--- src/rtl/wide_mult_seq_pkg.sv ---
// ============================================================================
// Module : wide_mult_seq_pkg
// Brief  : Shared types and step tables for the wide sequential multiplier.
// Rev    : 1.0  initial release
// ============================================================================
`default_nettype none

package wide_mult_seq_pkg;

  typedef enum logic [0:0] {
    S_IDLE = 1'b0,
    S_RUN  = 1'b1
  } state_t;

  localparam int STEP_W = 2;
  typedef logic [STEP_W-1:0] step_t;

  // Bit 0 selects the high half of a, bit 1 the high half of b.
  localparam step_t STEP_LL = 2'd0;
  localparam step_t STEP_HL = 2'd1;
  localparam step_t STEP_LH = 2'd2;
  localparam step_t STEP_HH = 2'd3;

  function automatic int unsigned step_shift_units(input step_t s);
    case (s)
      STEP_LL:          return 0;
      STEP_HL, STEP_LH: return 1;
      default:          return 2;
    endcase
  endfunction

endpackage

`default_nettype wire

--- src/rtl/wide_mult_seq_multiplier.sv ---
// ============================================================================
// Module : multiplier
// Brief  : Purely combinational N x N unsigned array multiplier.
// Rev    : 1.0  initial release
// ============================================================================
`default_nettype none

module multiplier #(
  parameter int N = 4
) (
  input  logic [N-1:0]   i_a,
  input  logic [N-1:0]   i_b,
  output logic [2*N-1:0] o_p
);

  assign o_p = {{N{1'b0}}, i_a} * {{N{1'b0}}, i_b};

endmodule

`default_nettype wire

--- src/rtl/wide_mult_seq.sv ---
// ============================================================================
// Module : wide_mult_seq
// Brief  : 2N x 2N unsigned multiply by time-sharing one N x N multiplier.
//          Define WIDE_MULT_SEQ_SKIP_EN to skip steps with a zero half-operand.
// Rev    : 1.0  initial release
// ============================================================================
`default_nettype none

module wide_mult_seq
  import wide_mult_seq_pkg::*;
#(
  parameter int N = 4
) (
  input  logic           clk,
  input  logic           rst,
  input  logic           start,
  input  logic [2*N-1:0] a,
  input  logic [2*N-1:0] b,
  output logic           busy,
  output logic           done,
  output logic [4*N-1:0] p
);

  state_t         r_state;
  step_t          r_step;
  logic [2*N-1:0] r_a;
  logic [2*N-1:0] r_b;
  logic [4*N-1:0] r_acc;
  logic [4*N-1:0] r_p;
  logic           r_busy;
  logic           r_done;

  logic [N-1:0]   w_a_half;
  logic [N-1:0]   w_b_half;
  logic [2*N-1:0] w_prod;
  logic [4*N-1:0] w_term;
  logic [4*N-1:0] w_sum;
  step_t          w_first;
  step_t          w_next;
  logic           w_last;
  logic           w_term_en;

  assign w_a_half = r_step[0] ? r_a[2*N-1:N] : r_a[N-1:0];
  assign w_b_half = r_step[1] ? r_b[2*N-1:N] : r_b[N-1:0];

  multiplier #(.N(N)) u_mult (
    .i_a (w_a_half),
    .i_b (w_b_half),
    .o_p (w_prod)
  );

  always_comb begin
    w_term = {{(2*N){1'b0}}, w_prod} << (step_shift_units(r_step) * N);
  end

  assign w_sum = r_acc + (w_term_en ? w_term : '0);

`ifdef WIDE_MULT_SEQ_SKIP_EN
  logic [3:0] r_mask;
  logic [3:0] w_mask_in;

  // A step contributes only when both of its half-operands are non-zero.
  always_comb begin
    w_mask_in[STEP_LL] = (|a[N-1:0])   && (|b[N-1:0]);
    w_mask_in[STEP_HL] = (|a[2*N-1:N]) && (|b[N-1:0]);
    w_mask_in[STEP_LH] = (|a[N-1:0])   && (|b[2*N-1:N]);
    w_mask_in[STEP_HH] = (|a[2*N-1:N]) && (|b[2*N-1:N]);
    w_first = STEP_LL;
    for (int i = 3; i >= 0; i--) begin
      if (w_mask_in[i]) w_first = step_t'(i);
    end
    w_next = r_step;
    w_last = 1'b1;
    for (int i = 3; i >= 0; i--) begin
      if ((i > int'(r_step)) && r_mask[i]) begin
        w_next = step_t'(i);
        w_last = 1'b0;
      end
    end
    w_term_en = r_mask[r_step];
  end

  always_ff @(posedge clk) begin
    if (rst) begin
      r_mask <= '0;
    end else if ((r_state == S_IDLE) && start) begin
      r_mask <= w_mask_in;
    end
  end
`else
  assign w_first   = STEP_LL;
  assign w_next    = step_t'(r_step + 1'b1);
  assign w_last    = (r_step == STEP_HH);
  assign w_term_en = 1'b1;
`endif

  always_ff @(posedge clk) begin
    if (rst) begin
      r_state <= S_IDLE;
      r_step  <= STEP_LL;
      r_a     <= '0;
      r_b     <= '0;
      r_acc   <= '0;
      r_p     <= '0;
      r_busy  <= 1'b0;
      r_done  <= 1'b0;
    end else begin
      r_done <= 1'b0;
      case (r_state)
        S_IDLE: begin
          if (start) begin
            r_a     <= a;
            r_b     <= b;
            r_acc   <= '0;
            r_step  <= w_first;
            r_busy  <= 1'b1;
            r_state <= S_RUN;
          end
        end
        S_RUN: begin
          r_acc <= w_sum;
          if (w_last) begin
            r_p     <= w_sum;
            r_done  <= 1'b1;
            r_busy  <= 1'b0;
            r_step  <= STEP_LL;
            r_state <= S_IDLE;
          end else begin
            r_step <= w_next;
          end
        end
      endcase
    end
  end

  assign busy = r_busy;
  assign done = r_done;
  assign p    = r_p;

endmodule

`default_nettype wire

--- config.mk ---
export PLATFORM = sky130hd
export DESIGN_NAME = wide_mult_seq
export DESIGN_NICKNAME = d
export VERILOG_FILES = /design/src/rtl/wide_mult_seq_pkg.sv /design/src/rtl/wide_mult_seq_multiplier.sv /design/src/rtl/wide_mult_seq.sv
export SDC_FILE = /design/constraint.sdc
export NUM_CORES = 1
export LEC_CHECK = 0
export ABC_AREA = 1
export BUFFER_PORTS_ARGS = -buffer_cell sky130_fd_sc_hd__buf_2
export CAP_MARGIN = 20
export CORE_ASPECT_RATIO = 1.2
export CORE_MARGIN = 1
export CORE_UTILIZATION = 53
export CTS_BUF_LIST = sky130_fd_sc_hd__clkbuf_16
export DETAILED_ROUTE_END_ITERATION = 6
export MAX_ROUTING_LAYER = met4
export PLACE_DENSITY_LB_ADDON = 0.08
export SETUP_SLACK_MARGIN = 0.2
export SLEW_MARGIN = 30
export SYNTH_ARGS = -nofsm -noshare
export SYNTH_HDL_FRONTEND = slang
export SYNTH_HIERARCHICAL = 1
export SYNTH_SLANG_ARGS = --single-unit
--- constraint.sdc ---
create_clock -name clk -period 3.81 [get_ports clk]
set_input_delay 0.762 -clock clk [delete_from_list [all_inputs] [get_ports clk]]
set_output_delay 0.762 -clock clk [all_outputs]
set_load 0.01 [all_outputs]
After elaboration in Yosys (flattened, before gate mapping)
Index checks and enable logic that the tools add are counted.
W data, S select, Z words.

storage, ports and cells
  flip-flop bits (word level) = 53
  word-level logic and storage cells = 39

operators by class
  add/sub/neg operators = 2
  $mul = 1
  equal/unequal tests = 5
  shift-type cells = 1
  muxes and demuxes = 15
  bitwise operators = 1
  reductions and logical operators = 6

operators by type and width
  kind                   count
  $pmux W16 S2           1
  $shl A8 B32 Y16        1
  $add A16 B16 Y16       1
  $mux W16               1
  $mul A4 B4 Y8          1
  $mux W4                2
  $pmux W2 S2            2
  $reduce_and A2 Y1      3
  $mux W1                5
  $eq A2 B2 Y1 const B   2
  $mux W2                2
  $pmux W1 S2            2
  $reduce_or A2 Y1       2
  $add A2 B1 Y2 const B  1
  $eq A2 B1 Y1 const B   1
  $logic_not A2 Y1       1
  $ne A2 B1 Y1 const B   1
  $ne A2 B2 Y1 const B   1
  $not A1 Y1             1

Logic depth before layout (Yosys ltp)
Gate-level depths: netlist of run 1.

  depth after elaboration = 6
  mapped depth = 28
  mapped depth without buffers = 28

By module
The synthesis of run 1 kept the hierarchy.

by module, submodules not included
  module         times used  cells each  area each (um^2)  seq. area each (um^2)
  wide_mult_seq  1           458         2985.4            1061.0
  multiplier     1           70          462.9             0.0

Worst setup path after synthesis of run 1
Ideal clock, no wire load.

  path kind = register to register
  from = reg r_step[1]
  to = reg r_acc[7]
  library setup time = 0.120 ns
  arrival time = 4.005 ns
  data required time = 3.690 ns
  slack = -0.315 ns
  stages on the path, launching flop included = 21
  buffers on the path = 1
  period minus slack after synthesis = 4.125 ns
  cells stage by stage = dfxtp_1 -> clkbuf_1 -> o21ai_0 -> nand2_1 -> fa_1 -> inv_1 -> fa_1 -> fa_1 -> nand3_1 -> nand2_1 -> xor2_1 -> o21ai_0 -> nor2_1 -> ha_1 -> nand2_2 -> inv_1 -> a21oi_1 -> nand2_2 -> or2_1 -> nand3_1 -> a21oi_1

RTL lines
  what                      line                            RTL
  start: declaration        wide_mult_seq.sv:25             step_t r_step;
  start signal: assignment  wide_mult_seq.sv:115            r_step <= w_first;
  start signal: assignment  wide_mult_seq.sv:129            r_step <= w_next;
  $mux W4                   wide_mult_seq.sv:44             assign w_b_half = r_step[1] ? r_b[2*N-1:N] : r_b[N-1:0];
  via w_b_half[3]           wide_mult_seq.sv:34             logic [N-1:0] w_b_half;
  $mul A4 B4 Y8             wide_mult_seq_multiplier.sv:16  assign o_p = {{N{1'b0}}, i_a} * {{N{1'b0}}, i_b};
  via w_prod[6]             wide_mult_seq.sv:35             logic [2*N-1:0] w_prod;
  $shl A8 B32 Y16           wide_mult_seq.sv:53             w_term = {{(2*N){1'b0}}, w_prod} << (step_shift_units(r_step) * N);
  $add A16 B16 Y16          wide_mult_seq.sv:56             assign w_sum = r_acc + (w_term_en ? w_term : '0);
  $pmux W16 S2              wide_mult_seq.sv:109            case (r_state)
  end signal: assignment    wide_mult_seq.sv:121            r_acc <= w_sum;
  end: declaration          wide_mult_seq.sv:28             logic [4*N-1:0] r_acc;

The timed path passes the listed nets, and every way through them passes these cells.
A chain may end at the register's enable or synchronous reset.

Worst setup path in the final report of run 1
  from = reg r_step[0]
  to = reg r_acc[10]

RTL lines
  what              line                            RTL
  $mux W4           wide_mult_seq.sv:43             assign w_a_half = r_step[0] ? r_a[2*N-1:N] : r_a[N-1:0];
  via w_a_half[0]   wide_mult_seq.sv:33             logic [N-1:0] w_a_half;
  $mul A4 B4 Y8     wide_mult_seq_multiplier.sv:16
  via w_prod[5]     wide_mult_seq.sv:35
  $shl A8 B32 Y16   wide_mult_seq.sv:53
  $add A16 B16 Y16  wide_mult_seq.sv:56
  $pmux W16 S2      wide_mult_seq.sv:109

The timed path passes the listed nets, and every way through them passes these cells.

==> flow_summary.json, run 1 <==
{
  "status": "finished with violations",
  "violations": "negative setup slack",
  "fin_cells": 675,
  "grt_usage_pct": 27.43,
  "p_leak_nw": 2.403,
  "layout-drive-gt1-share_pct": 29.85,
  "timing.slew.headroom_pct": 31.38,
  "ioPinCount": 37,
  "yosysWarnings": 6,
  "cpMaxStageDelayCell": "fa_1",
  "io_buffers": 36,
  "period_minus_slack_ps": 4053,
  "place_area_um2": 3946,
  "pwr-share-comb_pct": 20.3,
  "cp_common_cell": "nand2_2",
  "crit_type": "reg2reg",
  "final_common_cell": "nand2_1",
  "setup_viol": 19,
  "setup_ws_ps": -242.8,
  "grt_overflow": 0,
  "power_mw": 1.358,
  "drtAntennaViolNets": 0,
  "synth_fp_nets": 580,
  "fp.dieH_um": 90.36,
  "design_area_um2": 4418,
  "worst_slew_pin_slew_ps": 1028,
  "antenna_cells": 0,
  "avgSynthCellArea_um2": 6.531,
  "rsz0062_at_grt": "true",
  "r2r_slack_ps": -240,
  "drtIter0Drc": 131,
  "sequentialPowerShare_pct": 43.9,
  "antenna_found_initial": 0,
  "p_switching_mw": 0.4080,
  "h-tree-depth": 2,
  "crit_path_cell_trace": "inv_4, nand2_1, nand2_2, nand2_2, fa_1, inv_1, fa_1, ha_1, nand3_1, nand3_1, xor2_1, o21ai_1, nor2_1, ha_1, nand2_2, nand3b_1, nand2_4, nand2_2, nand3b_1, nand3_1, a21oi_1",
  "cp.arrival_ps": 4280,
  "num_vias": 3426,
  "clk_latency_ps": 300,
  "synth_cells": 528,
  "rows": 31,
  "cap_violations": 0,
  "dp_hpwl_um": 6146,
  "fmax_ghz": 0.2467,
  "via_per_inst": 5.076,
  "cts_root_buf": "clkbuf_16",
  "switching_share_pct": 30.05,
  "initial_utilization_pct": 55.91,
  "final_max_slew_viol_count": 0,
  "cp-start-kind": "register",
  "cpPeakStageDelay_ps": 530,
  "clkPwrFrac_pct": 35.8,
  "cts-buffers-inserted": 5,
  "hold_viol": 0,
  "critPathRequiredTime_ps": 4040,
  "path_depth": 21,
  "min_path_type": "reg2reg",
  "syn-cell-area_um2": 3448,
  "worstHoldPathCells": 2,
  "fin_crit_sh_pct": 106.4,
  "drt-total-wl_um": 8561,
  "drc": 0,
  "cp-end-kind": "register",
  "multi_input_area_um2": 2356,
  "crit_fanout": 5,
  "yosysUniqueCellTypes": 30,
  "ys_seq_elements": 53,
  "path_buf_inv": 2,
  "num-fill-cells": 511,
  "power.density_nw_per_um2": 307.4,
  "die_area_um2": 6834,
  "dr.pass1.iters": 4,
  "layout.nets": 644,
  "core_um2": 6167,
  "die_x_um": 75.64,
  "tns_ps": -2097,
  "mostFrequentLayoutCells": "140 x nand2_1, 64 x inv_1, 51 x dfxtp_1",
  "rr_worst_depth": 21,
  "cts.sinks": 53,
  "yosysSeqAreaShare_pct": 30.77,
  "grt_max_degree": 23,
  "grt_pass1_wl_um": 13860,
  "clk_pin_slew_worst_paths_ps": 80,
  "tritoncts": "built",
  "dp_slack_ps": -351.1,
  "avgRoutedWirePerCell_um": 12.68,
  "ctsLongestPathBuffers": 2,
  "crit_family": "adder cells",
  "placed_cells": 657,
  "cts_hold_buf": 0,
  "final-seq-area_um2": 1069,
  "grt_pass1_vias": 3261,
  "gp_congestion": 0.9000,
  "area_delta_synth_final_pct": 28.12,
  "finClkSkew_ps": 8.092,
  "internal_power_mw": 0.9499,
  "worst_ir_drop_vdd_v": 0.0002497
}
-- power groups by stage --
stage / registers, mW / clock network (mW) / logic, mW
floorplan: 0.598 / 0 / 0.168
global placement: 0.608 / 0 / 0.234
detailed placement: 0.609 / 0 / 0.238
CTS: 0.596 / 0.494 / 0.260
global route: 0.598 / 0.511 / 0.308
finish: 0.596 / 0.486 / 0.275
-- metrics by stage --
step	hold WS, ps	utilization, %
2_1_floorplan	423.9	-
3_5_place_dp	435.1	63.99
5_1_grt	484.6	71.64
6_report	447.5	71.64
4_1_cts	451.3	69.87
3_3_place_gp	431.4	63.99
-- worst reg2reg max path: stages, from the launching register on --
cell      delay [ps]
dfxtp_4          370
inv_4             70
nand2_1           60
nand2_2          100
nand2_2           70
fa_1             530
inv_1             40
fa_1             480
ha_1             310
nand3_1           80
nand3_1           80
xor2_1           160
o21ai_1          190
nor2_1           100
ha_1             390
nand2_2           80
nand3b_1         230
nand2_4          140
nand2_2          100
nand3b_1         120
nand3_1           90
a21oi_1          200
-- final cells by class --
cell class | instances | area share [%]
Multi-Input combinational cell | 388 | 53.33
Sequential cell | 53 | 24.19
Clock inverter | 3 | 0.6514
Timing Repair Buffer | 72 | 10.45
Tap cell | 82 | 2.322
Clock buffer | 5 | 2.832
Inverter | 72 | 6.231
-- Yosys cell counts, drive strengths merged --
cell / n / area share (%)
or2: 6 / 1.1
buf: 11 / 1.8
ha: 28 / 10
clkbuf: 4 / 0.44
a211oi: 1 / 0.22
nor2: 54 / 6.2
nand3b: 4 / 0.87
nor3: 1 / 0.14
nand2: 181 / 20
fa: 5 / 2.9
nand4: 2 / 0.36
a22o: 4 / 1.0
o21ai: 27 / 3.9
inv: 72 / 7.8
nand3: 32 / 4.8
xnor2: 1 / 0.25
o22ai: 1 / 0.18
xor2: 6 / 1.5
and2: 3 / 0.62
a21oi: 32 / 4.8
dfxtp: 53 / 31
-- registers in the layout, summed over array words and instances, names as in the netlist --
name	cells
busy	1
done	1
p	16
r_a	8
r_acc	16
r_b	8
r_state	1
r_step	2
-- what timing repair did --
| action | 4_1_cts | 5_1_grt |
|---|---|---|
| gates resized for setup | 49 | 30 |
| pin swaps | 34 | 41 |
| setup buffers | 7 | 3 |
| setup endpoints to repair | 24 | 24 |
-- kinds of logic (layout without fill, tap and decap cells) --
family / after synthesis / count (layout) / synth area share, %
simple gates: 283 / 283 / 34.25
xor+xnor: 7 / 7 / 1.778
buf+inv: 87 / 152 / 10.05
flops: 53 / 53 / 30.77
fa+ha+maj: 33 / 33 / 13.06
compound gates: 65 / 65 / 10.09
-- path summary, 6_finish.rpt --
kind,end,from
worst min-delay path,p[10],p[10]
worst min register to register,p[10],p[10]
worst max register to register,r_acc[10],r_step[0]
worst max-delay path,r_acc[10],r_step[0]
-- metal layers --
metal	wire length, um	vias to the layer above	GRT usage, %
met2	4511	89	49.70
met4	333	0	12.81
met5	0	-	-
li1	-	1782	-
met1	3411	1524	27.37
met3	305	31	4.688
No activity file was read; power rests on OpenSTA's default activity.
==> inputs of run 2 (changes only) <==
- PLACE_DENSITY: default -> 0.8
- PLACE_DENSITY_LB_ADDON: 0.08 -> default
==> run 2 against run 1 <==
Compared with the run above:
- power is 8.8% higher
- clock skew grew 6.6 ps
- the flow still finishes with violations (negative setup slack)
- worst hold slack improved by 1.8 ps
- first-iteration DRC count grew 110%
- fmax barely moved
- largest cell class unchanged
- critical endpoint is now r_acc[14]
- non-clock buffer count increased by 8
- clock-buffer cell count unchanged
==> flow_summary.json, run 2 (synthesis gave the netlist of run 1 again) <==
{
  "postLayoutCoreUtil_pct": 79.14,
  "setup_ws_ps": -239.1,
  "finClkSkew_ps": 14.65,
  "grt_overflow": 0,
  "clk_latency_ps": 300,
  "period_minus_slack_ps": 4049,
  "core_um2": 6167,
  "cpMaxStageDelayCell": "fa_2",
  "critPathRequiredTime_ps": 4040,
  "cp-end-kind": "register",
  "final_max_slew_viol_count": 0,
  "clk_pin_slew_worst_paths_ps": 80,
  "p_leak_nw": 2.557,
  "antenna_found_initial": 0,
  "busiest_layer": "met2",
  "crit_type": "reg2reg",
  "grt_use_met2_pct": 50.97,
  "tritoncts": "built",
  "layout-drive-gt1-share_pct": 38.77,
  "ioPinCount": 37,
  "fmax_ghz": 0.2470,
  "fin_cells": 683,
  "hold_viol": 0,
  "worst_ir_drop_vdd_v": 0.0002111,
  "cp.arrival_ps": 4280,
  "grt_pass1_vias": 3420,
  "cp-start-kind": "register",
  "drc": 0,
  "layout.nets": 652,
  "final_common_cell": "nand2_1",
  "avgRoutedWirePerCell_um": 15.84,
  "cts_hold_buf": 0,
  "via_per_inst": 5.643,
  "dp_hpwl_um": 6516,
  "die_area_um2": 6834,
  "status": "finished with violations",
  "drtIter0Drc": 276,
  "antenna_cells": 0,
  "grt_use_met1_pct": 28.19,
  "crit_fanout": 7,
  "num_vias": 3854,
  "fp.dieH_um": 90.36,
  "grt_max_degree": 23,
  "ctsLongestPathBuffers": 2,
  "die_x_um": 75.64,
  "cpPeakStageDelay_ps": 570,
  "cts.sinks": 53,
  "setup_viol": 21,
  "cts-buffers-inserted": 5,
  "fin_crit_sh_pct": 106.3,
  "grt_usage_pct": 28.26,
  "place_area_um2": 3984,
  "violations": "negative setup slack",
  "power.density_nw_per_um2": 302.7,
  "crit_family": "adder cells",
  "path_buf_inv": 2,
  "h-tree-depth": 2,
  "grtUsageMet3_pct": 3.906,
  "dr.pass1.iters": 5,
  "grt_pass1_wl_um": 14570,
  "drt-total-wl_um": 10820,
  "placed_cells": 662,
  "io_buffers": 36,
  "timing.slew.headroom_pct": 29.54,
  "gp_congestion": 0.9091,
  "mostFrequentLayoutCells": "127 x nand2_1, 60 x inv_1, 51 x dfxtp_1",
  "cts_root_buf": "clkbuf_16",
  "crit_path_cell_trace": "nand2_4, o21ai_4, nand2_2, fa_1, inv_1, fa_2, ha_4, nand3_2, nand3_2, xor2_4, nand2_1, o21ai_0, nand2_1, inv_1, ha_4, a21oi_1, nand2_2, a21oi_4, nand2_1, nand2_1, nand3_1, a21oi_1",
  "cp_common_cell": "nand2_1",
  "min_path_type": "reg2reg",
  "initial_utilization_pct": 55.91,
  "cap_violations": 0,
  "rsz0062_at_grt": "true",
  "drtAntennaViolNets": 0,
  "area_delta_synth_final_pct": 41.55,
  "worst_slew_pin_slew_ps": 1055,
  "rows": 31,
  "design_area_um2": 4881
}
[run 2: layout make-up]
type                            count  area (um2)
Clock buffer                        5       125.1
Clock inverter                      3       42.54
Fill cell                         385        1286
Inverter                           72       277.8
Multi-Input combinational cell    388        2735
Sequential cell                    53        1069
Tap cell                           82       102.6
Timing Repair Buffer               80       529.3
[run 2: metrics by stage]
stage	hold WS (ps)	power [mW]	setup TNS (ps)	setup slack (ps)
6_report	449.4	1.477	-2796	-239.1
5_1_grt	464.9	1.529	-5132	-345.4
4_1_cts	452.7	1.394	-2206	-175.4
3_5_place_dp	435.2	0.8528	-4607	-291.7
3_3_place_gp	432.7	0.8441	-2316	-196.0
2_1_floorplan	423.9	0.7659	0	112.7
[run 2: path summary, 6_finish.rpt]
check	from	to	slack [ps]	cells after the start
worst max-delay path	r_step[1]	r_acc[14]	-240	22
worst min-delay path	p[11]	p[11]	450	2
worst max register to register	r_step[1]	r_acc[14]	-240	22
worst min register to register	p[11]	p[11]	450	2
[run 2: layer usage]
layer,vias to the layer above,wire (um)
met5,-,0
met4,0,595
met3,69,623
met2,181,5745
met1,1807,3853
li1,1797,-
[run 2: timing repair]
item / 4_1_cts / 5_1_grt
cloned: 0 / 0
gates resized for setup: 41 / 112
buffers inserted: 6 / 7
pin swaps: 41 / 59
endpoints found under the setup margin: 24 / 24
[run 2: tightest hold or removal path, stage by stage (launching register included)]
cell	delay [ps]
dfxtp_1	310
nand2_1	60
nand2_1	40
[run 2: where the power goes]
group,internal (mW),total [mW],switching (mW)
combinational,0.159,0.355,0.196
clock,0.309,0.525,0.216
sequential,0.575,0.598,0.0231
total,1.04,1.48,0.434
